==> src/rtl/serial_ripple_subtractor_pkg.sv <==
// Shared definitions for the bit-serial subtractor: state encodings,
// the default operand width and the bit-counter sizing helper.
package serial_ripple_subtractor_pkg;

    localparam int DEFAULT_WIDTH = 4;

    typedef enum logic [1:0] {
        IDLE = 2'b00,
        RUN  = 2'b01,
        DONE = 2'b10
    } state_t;

    // The counter only has to reach WIDTH-1, but a zero-width vector is not legal.
    function automatic int cnt_width(input int width);
        return (width > 1) ? $clog2(width) : 1;
    endfunction

endpackage

==> src/rtl/serial_ripple_subtractor_fs.sv <==
// Combinational full-subtractor cell: d = a - b - bin, bout is the borrow out.
// Borrow-chain dual of the full-adder cell; chains directly into a ripple-borrow subtractor.
module full_subtractor (
    input  logic a,
    input  logic b,
    input  logic bin,
    output logic d,
    output logic bout
);

    assign d    = a ^ b ^ bin;
    assign bout = (~a & b) | (~(a ^ b) & bin);

endmodule

==> src/rtl/serial_ripple_subtractor.sv <==
// Bit-serial subtractor: diff = a - b - bin computed LSB first, one bit per clock,
// through a single full_subtractor cell with a registered borrow.
module serial_ripple_subtractor
    import serial_ripple_subtractor_pkg::*;
#(
    parameter int WIDTH = DEFAULT_WIDTH
) (
    input  logic             clk,
    input  logic             rst_n,
    input  logic             in_valid,
    output logic             in_ready,
    input  logic [WIDTH-1:0] a,
    input  logic [WIDTH-1:0] b,
    input  logic             bin,
    output logic             out_valid,
    input  logic             out_ready,
    output logic [WIDTH-1:0] diff,
    output logic             bout,
    output logic [1:0]       dbg_state
);

    // Handshakes: a transfer happens on a rising edge where valid && ready.
    // Operands are taken only in IDLE (in_ready); the result is held with
    // out_valid in DONE until out_ready, and valid never drops without a transfer.

    localparam int CW = cnt_width(WIDTH);
    localparam logic [CW-1:0] LAST = CW'(WIDTH - 1);

    state_t           state;
    logic [WIDTH-1:0] a_sh;
    logic [WIDTH-1:0] b_sh;
    logic [WIDTH-1:0] r_sh;
    logic [WIDTH-1:0] r_next;
    logic             brw;
    logic [CW-1:0]    cnt;
    logic             d;
    logic             brw_next;
    logic             unused_lsb;

    full_subtractor u_cell (
        .a    (a_sh[0]),
        .b    (b_sh[0]),
        .bin  (brw),
        .d    (d),
        .bout (brw_next)
    );

    // The new bit enters at the MSB, so after WIDTH shifts bit 0 sits at the LSB.
    generate
        if (WIDTH == 1) begin : g_w1
            assign r_next = d;
        end else begin : g_wn
            assign r_next = {d, r_sh[WIDTH-1:1]};
        end
    endgenerate

    assign unused_lsb = r_sh[0];
    assign in_ready   = (state == IDLE);
    assign dbg_state  = state;

    always_ff @(posedge clk or negedge rst_n) begin
        if (!rst_n) begin
            state     <= IDLE;
            a_sh      <= '0;
            b_sh      <= '0;
            r_sh      <= '0;
            brw       <= 1'b0;
            cnt       <= '0;
            diff      <= '0;
            bout      <= 1'b0;
            out_valid <= 1'b0;
        end else begin
            case (state)
                IDLE: begin
                    if (in_valid) begin
                        a_sh  <= a;
                        b_sh  <= b;
                        brw   <= bin;
                        cnt   <= '0;
                        state <= RUN;
                    end
                end
                RUN: begin
                    r_sh <= r_next;
                    a_sh <= a_sh >> 1;
                    b_sh <= b_sh >> 1;
                    brw  <= brw_next;
                    if (cnt == LAST) begin
                        cnt       <= '0;
                        diff      <= r_next;
                        bout      <= brw_next;
                        out_valid <= 1'b1;
                        state     <= DONE;
                    end else begin
                        cnt <= cnt + CW'(1);
                    end
                end
                DONE: begin
                    if (out_ready) begin
                        out_valid <= 1'b0;
                        state     <= IDLE;
                    end
                end
                default: begin
                    out_valid <= 1'b0;
                    state     <= IDLE;
                end
            endcase
        end
    end

endmodule

==> config.mk <==
export PLATFORM = sky130hd
export DESIGN_NAME = serial_ripple_subtractor
export DESIGN_NICKNAME = d
export VERILOG_FILES = /design/src/rtl/serial_ripple_subtractor_pkg.sv /design/src/rtl/serial_ripple_subtractor_fs.sv /design/src/rtl/serial_ripple_subtractor.sv
export SDC_FILE = /design/constraint.sdc
export NUM_CORES = 1
export LEC_CHECK = 0
export ABC_AREA = 1
export CAP_MARGIN = 20
export CORE_MARGIN = 2
export CORE_UTILIZATION = 44
export DETAILED_ROUTE_END_ITERATION = 8
export GPL_TIMING_DRIVEN = 0
export PLACE_DENSITY_LB_ADDON = 0.08
export SYNTH_ARGS = -nofsm -noshare
export SYNTH_HDL_FRONTEND = slang
export SYNTH_SLANG_ARGS = --single-unit
export TNS_END_PERCENT = 30
==> constraint.sdc <==
create_clock -name clk -period 1.12 [get_ports clk]
set_input_delay 0.168 -clock clk [delete_from_list [all_inputs] [get_ports clk]]
set_output_delay 0.168 -clock clk [all_outputs]
set_load 0.03 [all_outputs]
==> out/metrics.cfg, run 1 <==
[global_routing]
grt_pass1_wl_mm=3.47
grt_start_max_net_pins=23
first_global_vias=820
grt_usage_pct=17.2
overflow=0
antenna_found_initial=0

[sta]
period_minus_slack_ns=1.26
min_period_over_period_pct=112
worstMarginPinSlew_ns=0.362
setup_viol=21
rsz0062_at_grt=yes
slew_headroom_pct=75.9
hold_viol_final=0
skew_ns=0.00494
finalWorstSetupSlack_ns=-0.135
max_freq_mhz=797
finalMaxSlewViolations=0

[critical_path]
r2r_end=b_sh[0]$_DFFE_PN0P_
cp_num_cells=3
worst-r2r-cell-count=7
timing.critical_path.required_ns=0.95
crit_chain=buf_6 > nor2_4 > buf_6
critPathCapture=in_ready
cp-end-kind=primary output
worstSetupStartpoint=dbg_state[0]$_DFFE_PN0P_
critical_path_class=flip-flop to primary output
rrSetupSlack_ns=-0.09
cp_common_cell=buf_6
r2r_start=dbg_state[0]$_DFFE_PN0P_
slowest_delay_ns=0.42
cp_top_family=flip-flops
crit_slowest_cell=dfrtp_2
cp_max_fo=3
crit_path_start_kind=flip-flop
arrival_ns=1.09
crit_buf_inv=2

[synthesis]
seq_area_frac_synth_pct=52.1
syn_nets=144
synthArstFlopShare_pct=100
yosysTopAreaCell=dfrtp_1
syn_area_per_cell_um2=8.19
synth_cell_types=16
netlist_area_um2=1060
synthTopCellsByArea=dfrtp_1, nand2_1, inv_1, o21ai_0, buf_6
ys_ff_latch=22
synth_enable_flop_cells=0
yosysWarnings=0
synthDominantCellAreaShare_pct=52.1
synth_common_cells=nand2_1, dfrtp_1, inv_1, nor2_1, o21ai_0
synth.most_common_cell=nand2_1
synth_ff_type=dfrtp_1
syn_inst=129

[floorplanning]
initial_core_util_pct=47.3
die_h_um=53.0
core_um2=2230
dieWidth_um=53.0
rows=17
io_pins=22
fp.dieArea_um2=2810

[power]
switchingPower_mw=1.90
leakagePower_nw=0.790
clockPowerShare_pct=13.4
power_frac_seq_pct=30.6
power_density_nw_per_um2=2980
comb_power_share_pct=56.0
swShare_pct=41.9
intPower_mw=2.63
vdd_drop_max_v=0.00152

[run]
maxCapViolCount=0

[cells_and_area]
fillers=194
antenna_cells=0
area.growth.synth_to_final_pct=44.0
nNetsFinal=181
multi_input_area_um2=434
final_cells=193
drive_above_1_share_pct=27.9
regArea_um2=553

[clock_tree]
cts_buffer_depth=2
cts_tree=done
numClockSinks=22
insertion_delay_ns=0.31
clkTransAtPathRegs_ns=0.13
ctsHtreeMaxLevel=1
cts-root-buf=clkbuf_4
cts_made_buffers=3

[routing]
wire_per_inst_um=11.0
drt_wl_total_mm=2.12
vias=904
drc=0
antenna_left=0
dr.pass1.iters=4
drt_iter0_drc=8
via_per_inst=4.68

[place]
dp_hpwl_mm=1.43
gp_congestion=0.712
dpl.cell_count=178
place_ws_ns=-0.372
numPortBuffers=21

[outcome]
violations=setup timing
status=finished with violations

[min_path]
worst_hold_path_type=input port to asynchronous set/reset pin

==> metal layers <==
| metal | part of all wire, % | up-vias | global-route usage [%] | wire, um |
|---|---|---|---|---|
| met2 | 53 | 11 | 30.4 | 1120 |
| met5 | 0 | - | 0 | 0 |
| met1 | 44 | 431 | 19.8 | 923 |
| li1 | - | 460 | - | - |
| met4 | 0.80 | 0 | 8.97 | 17 |
| met3 | 2.8 | 2 | 2.54 | 60 |
==> area by class of cell <==
cell class,instances,area share (%)
Buffer,4,3.21
Clock buffer,3,1.48
Tap cell,28,2.30
Sequential cell,22,36.4
Clock inverter,1,1.98
Timing Repair Buffer,32,19.9
Multi-Input combinational cell,82,28.6
Inverter,21,6.17
==> cells in the final DEF (no fill, tap or decap), types with 2 or more instances in the layout <==
cell type	count
o21ai_1	5
buf_4	6
nand3_1	6
o21ai_2	2
o21ai_0	3
dlygate4sd2_1	2
clkbuf_4	3
dfrtp_2	2
inv_1	16
inv_2	3
buf_6	7
buf_8	2
nor2_1	9
clkdlybuf4s15_2	4
buf_2	3
clkdlybuf4s50_1	11
nand2_1	45
nand2_2	3
dfrtp_1	20
==> metrics by stage <==
step                util [%]  total power, mW  instance area [um^2]  setup TNS (ns)  hold WS [ns]
floorplan                  -             2.85                  1070         -0.0625        -0.128
global route            68.1             4.90                  1520           -2.67         0.423
detailed placement      58.7             3.47                  1310           -8.95         0.465
CTS                     62.6             4.21                  1400           -1.63         0.140
finish                  68.1             4.53                  1520           -1.24         0.385
global placement        58.7             3.42                  1310           -8.45         0.462
==> power groups by stage <==
stage               clock (mW)  sequential, mW  combinational (mW)
detailed placement           0            1.39                2.08
global route             0.645            1.43                2.82
floorplan                    0            1.60                1.25
CTS                      0.631            1.38                2.20
global placement             0            1.38                2.04
finish                   0.608            1.38                2.54
==> flip-flops by register name, indices dropped and copies added, names as in the netlist <==
name       cells
a_sh           4
brw            1
r_sh           3
dbg_state      2
cnt            2
bout           1
b_sh           4
diff           4
out_valid      1
==> kinds of logic (layout without fill, tap and decap cells) <==
logic type / Yosys count / after routing / share of synthesized area (%)
flip-flops: 22 / 22 / 52.1
AND/OR/NAND/NOR: 68 / 68 / 25.9
AO/OA/AOI/OAI: 12 / 12 / 7.11
adder cells (fa/ha/maj): 2 / 2 / 3.08
buffers and inverters: 25 / 61 / 11.7
==> timing repair <==
action / CTS / global route
pin swaps: 4 / 4
setup endpoints to repair: 18 / 29
gates cloned: 0 / 1
hold buffers: 0 / 1
endpoints found under the hold margin: 0 / 6
buffers inserted: 3 / 5
resized for setup: 51 / 16
==> worst min path at each step <==
| stage | startpoint | endpoint | slack, ns | depth (start not counted) |
|---|---|---|---|---|
| after floorplan | rst_n | a_sh[0]$_DFFE_PN0P_ | -0.13 | 0 |
| after global placement | diff[0]$_DFFE_PN0P_ | diff[0]$_DFFE_PN0P_ | 0.46 | 2 |
| after detailed placement | b_sh[2]$_DFFE_PN0P_ | b_sh[2]$_DFFE_PN0P_ | 0.47 | 2 |
| after CTS | rst_n | b_sh[2]$_DFFE_PN0P_ | 0.14 | 1 |
| after global routing | a[3] | a_sh[3]$_DFFE_PN0P_ | 0.42 | 3 |
| final | rst_n | b_sh[2]$_DFFE_PN0P_ | 0.39 | 2 |
==> worst reg2reg max path, delay by kind of cell (launching register included) <==
family | cells | cell delay [ns]
DFF | 1 | 0.42
buffers and inverters | 3 | 0.40
AOI/OAI and AO/OA | 1 | 0.18
and+or+nand+nor | 3 | 0.13
(Power assumes the default switching activity.)
==> run 2, diff against run 1 <==
GPL_ROUTABILITY_DRIVEN = 0   (was default)
==> results of run 2 <==
Final layout, timing and power as in run 1 (identical DEF).
==> run 3, diff against run 2 <==
REMOVE_ABC_BUFFERS = 1   (was default)
==> run 3 against run 2 <==
Effect of this change: the run still ends with setup timing left; power is 5.8% lower; worst setup slack better by 0.031 ns; die area stayed put; utilization is 3.5 points lower; clock power is 28% lower; routed wire length is 1.3% higher; critical endpoint unchanged; largest power group unchanged; highest routed layer unchanged.
==> out/metrics.cfg, run 3 (synthesis gave the netlist of run 1 again) <==
[global_routing]
overflow=0  ; unchanged
grt_start_max_net_pins=23  ; unchanged
grt_pass1_wl_mm=3.64  ; +5.0%
first_global_vias=864  ; +5.4%
antenna_found_initial=0  ; unchanged
grt_usage_pct=17.7  ; +0.52 points

[power]
power_density_nw_per_um2=2960  ; -0.75%
swShare_pct=43.7  ; +1.8 points
switchingPower_mw=1.86  ; -1.8%
total_power_mw=4.27  ; -5.8%
comb_power_share_pct=56.4  ; +0.4 points
intPower_mw=2.40  ; -8.7%
vdd_drop_max_v=0.00152  ; +0.17%
power_frac_seq_pct=33.3  ; +2.7 points
leakagePower_nw=0.754  ; -4.6%
clockPowerShare_pct=10.3  ; -3.1 points

[place]
postPlaceCellArea_um2=1260  ; -4.2%
dp_hpwl_mm=1.34  ; -6.2%
dpl.cell_count=174  ; -2.2%
numPortBuffers=21  ; unchanged

[critical_path]
r2r_end=r_sh[3]$_DFFE_PN0P_
r2r_start=brw$_DFFE_PN0P_
crit_path_start_kind=flip-flop
rrSetupSlack_ns=-0.05  ; +0.04 ns
arrival_ns=1.06  ; -0.03 ns
worst-r2r-cell-count=4  ; -3
cp_max_fo=4  ; +1
timing.critical_path.required_ns=0.95  ; about the same
critical_path_class=flip-flop to primary output
cp-end-kind=primary output

[sta]
max_freq_mhz=816  ; +2.5%
slew_headroom_pct=71.9  ; -3.9 points
setup_viol=13  ; -38%
hold_viol_final=0  ; unchanged
period_minus_slack_ns=1.22  ; -0.0306 ns
finalWorstSetupSlack_ns=-0.105  ; +0.0306 ns
min_period_over_period_pct=109  ; -2.7 points
rsz0062_at_grt=yes
finalMaxSlewViolations=0  ; unchanged
worstMarginPinSlew_ns=0.421  ; +0.0592 ns
skew_ns=0.00593  ; +0.000988 ns

[clock_tree]
cts_buffer_depth=2  ; unchanged
numClockSinks=22  ; unchanged
ctsHtreeMaxLevel=1  ; unchanged
cts_made_buffers=3  ; unchanged
insertion_delay_ns=0.30  ; about the same
cts-root-buf=clkbuf_4
cts_tree=done
clkTransAtPathRegs_ns=0.13  ; about the same

[cells_and_area]
largest_registers=a_sh (4), b_sh (4), diff (4)
final_area_um2=1440  ; -5.1%
mostFrequentLayoutCell=nand2_1
antenna_cells=0  ; unchanged
final_cells=190  ; -1.6%
nNetsFinal=178  ; -1.7%
layout_common_cells=nand2_1, dfrtp_1, inv_1
drive_above_1_share_pct=26.5  ; -1.3 points
area.growth.synth_to_final_pct=36.6
fillers=194  ; unchanged

[routing]
wire_per_inst_um=11.3  ; +2.9%
drc=0  ; unchanged
via_per_inst=4.64  ; -1.0%
vias=881  ; -2.5%
antenna_left=0  ; unchanged
drt_iter0_drc=5  ; -3
drt_wl_total_mm=2.15  ; +1.3%
dr.pass1.iters=2  ; -2

[run]
maxCapViolCount=0  ; unchanged

[floorplanning]
rows=17  ; unchanged
die_h_um=53.0  ; unchanged
io_pins=22  ; unchanged
fp.dieArea_um2=2810  ; unchanged
dieWidth_um=53.0  ; unchanged
core_um2=2230  ; unchanged
initial_core_util_pct=47.3  ; unchanged

[outcome]
status=finished with violations
violations=setup timing

[min_path]
worst_hold_path_type=input port to asynchronous set/reset pin

[run 3: cell count changes in the layout (fill, tap and decap cells not counted), moves of 2 or more]
cell / previous run / this run
buf_6: 7 / 2
buf_4: 6 / 8
buf_2: 3 / 7
clkdlybuf4s15_2: 4 / 0
buf_12: 0 / 2
[run 3: what timing repair did]
action / in CTS / in global routing
setup endpoints to repair: 30 / 23
hold endpoints to repair: 0 / 8
hold buffers: 0 / 1
pin swaps: 5 / 4
gates resized for setup: 63 / 12
setup buffers: 4 / 6
[run 3: through the flow]
step / util [%] / setup slack (ns) / hold slack [ns] / TNS, ns
after global routing: 64.6 / -0.136 / 0.440 / -1.35
final: 64.6 / -0.105 / 0.414 / -0.436
after floorplan: - / -0.304 / -0.128 / -2.80
after CTS: 59.6 / -0.0909 / 0.150 / -0.768
after global placement: 56.2 / -0.462 / 0.461 / -9.45
after detailed placement: 56.2 / -0.483 / 0.465 / -10.72
[run 3: worst max-delay path by stage]
stage	from	to	slack, ns	cells past startpoint
after floorplan	dbg_state[0]$_DFFE_PN0P_	a_sh[3]$_DFFE_PN0P_	-0.30	3
after global placement	dbg_state[0]$_DFFE_PN0P_	in_ready	-0.46	2
after detailed placement	dbg_state[0]$_DFFE_PN0P_	in_ready	-0.48	2
after CTS	dbg_state[1]$_DFFE_PN0P_	in_ready	-0.09	2
after global routing	dbg_state[0]$_DFFE_PN0P_	in_ready	-0.14	2
final	dbg_state[0]$_DFFE_PN0P_	in_ready	-0.10	2
[run 3: final cells by class]
| cell class | instances | area (um^2) | area share (%) |
|---|---|---|---|
| repair buffers | 33 | 302 | 20.9 |
| well taps | 28 | 35.0 | 2.43 |
| inverters | 21 | 85.1 | 5.90 |
| multi-input cells | 82 | 430 | 29.8 |
| clock buffers | 4 | 36.3 | 2.52 |
| flip-flops and latches | 22 | 554 | 38.4 |
[run 3: worst max-delay path, cell delays in order, from the launching register on]
cell and delay [ns]:
dfrtp_2 0.47, nor2_4 0.14, buf_6 0.14
[run 3: per-layer routing]
metal  global-route usage (%)  share of wire, %  vias to the layer above
li1                         -                 -                      453
met1                     20.8                45                      413
met2                     31.7                51                       13
met3                     2.82               3.1                        2
met4                     7.26              0.65                        0
met5                        0                 0                        -
[run 3: power groups by stage]
| stage | Combinational [mW] | Clock [mW] | Sequential [mW] |
|---|---|---|---|
| 6_report | 2.41 | 0.439 | 1.42 |
| 3_5_place_dp | 1.86 | 0 | 1.43 |
| 4_1_cts | 2.07 | 0.448 | 1.40 |
| 5_1_grt | 2.71 | 0.484 | 1.47 |
| 3_3_place_gp | 1.80 | 0 | 1.42 |
| 2_1_floorplan | 1.03 | 0 | 1.63 |
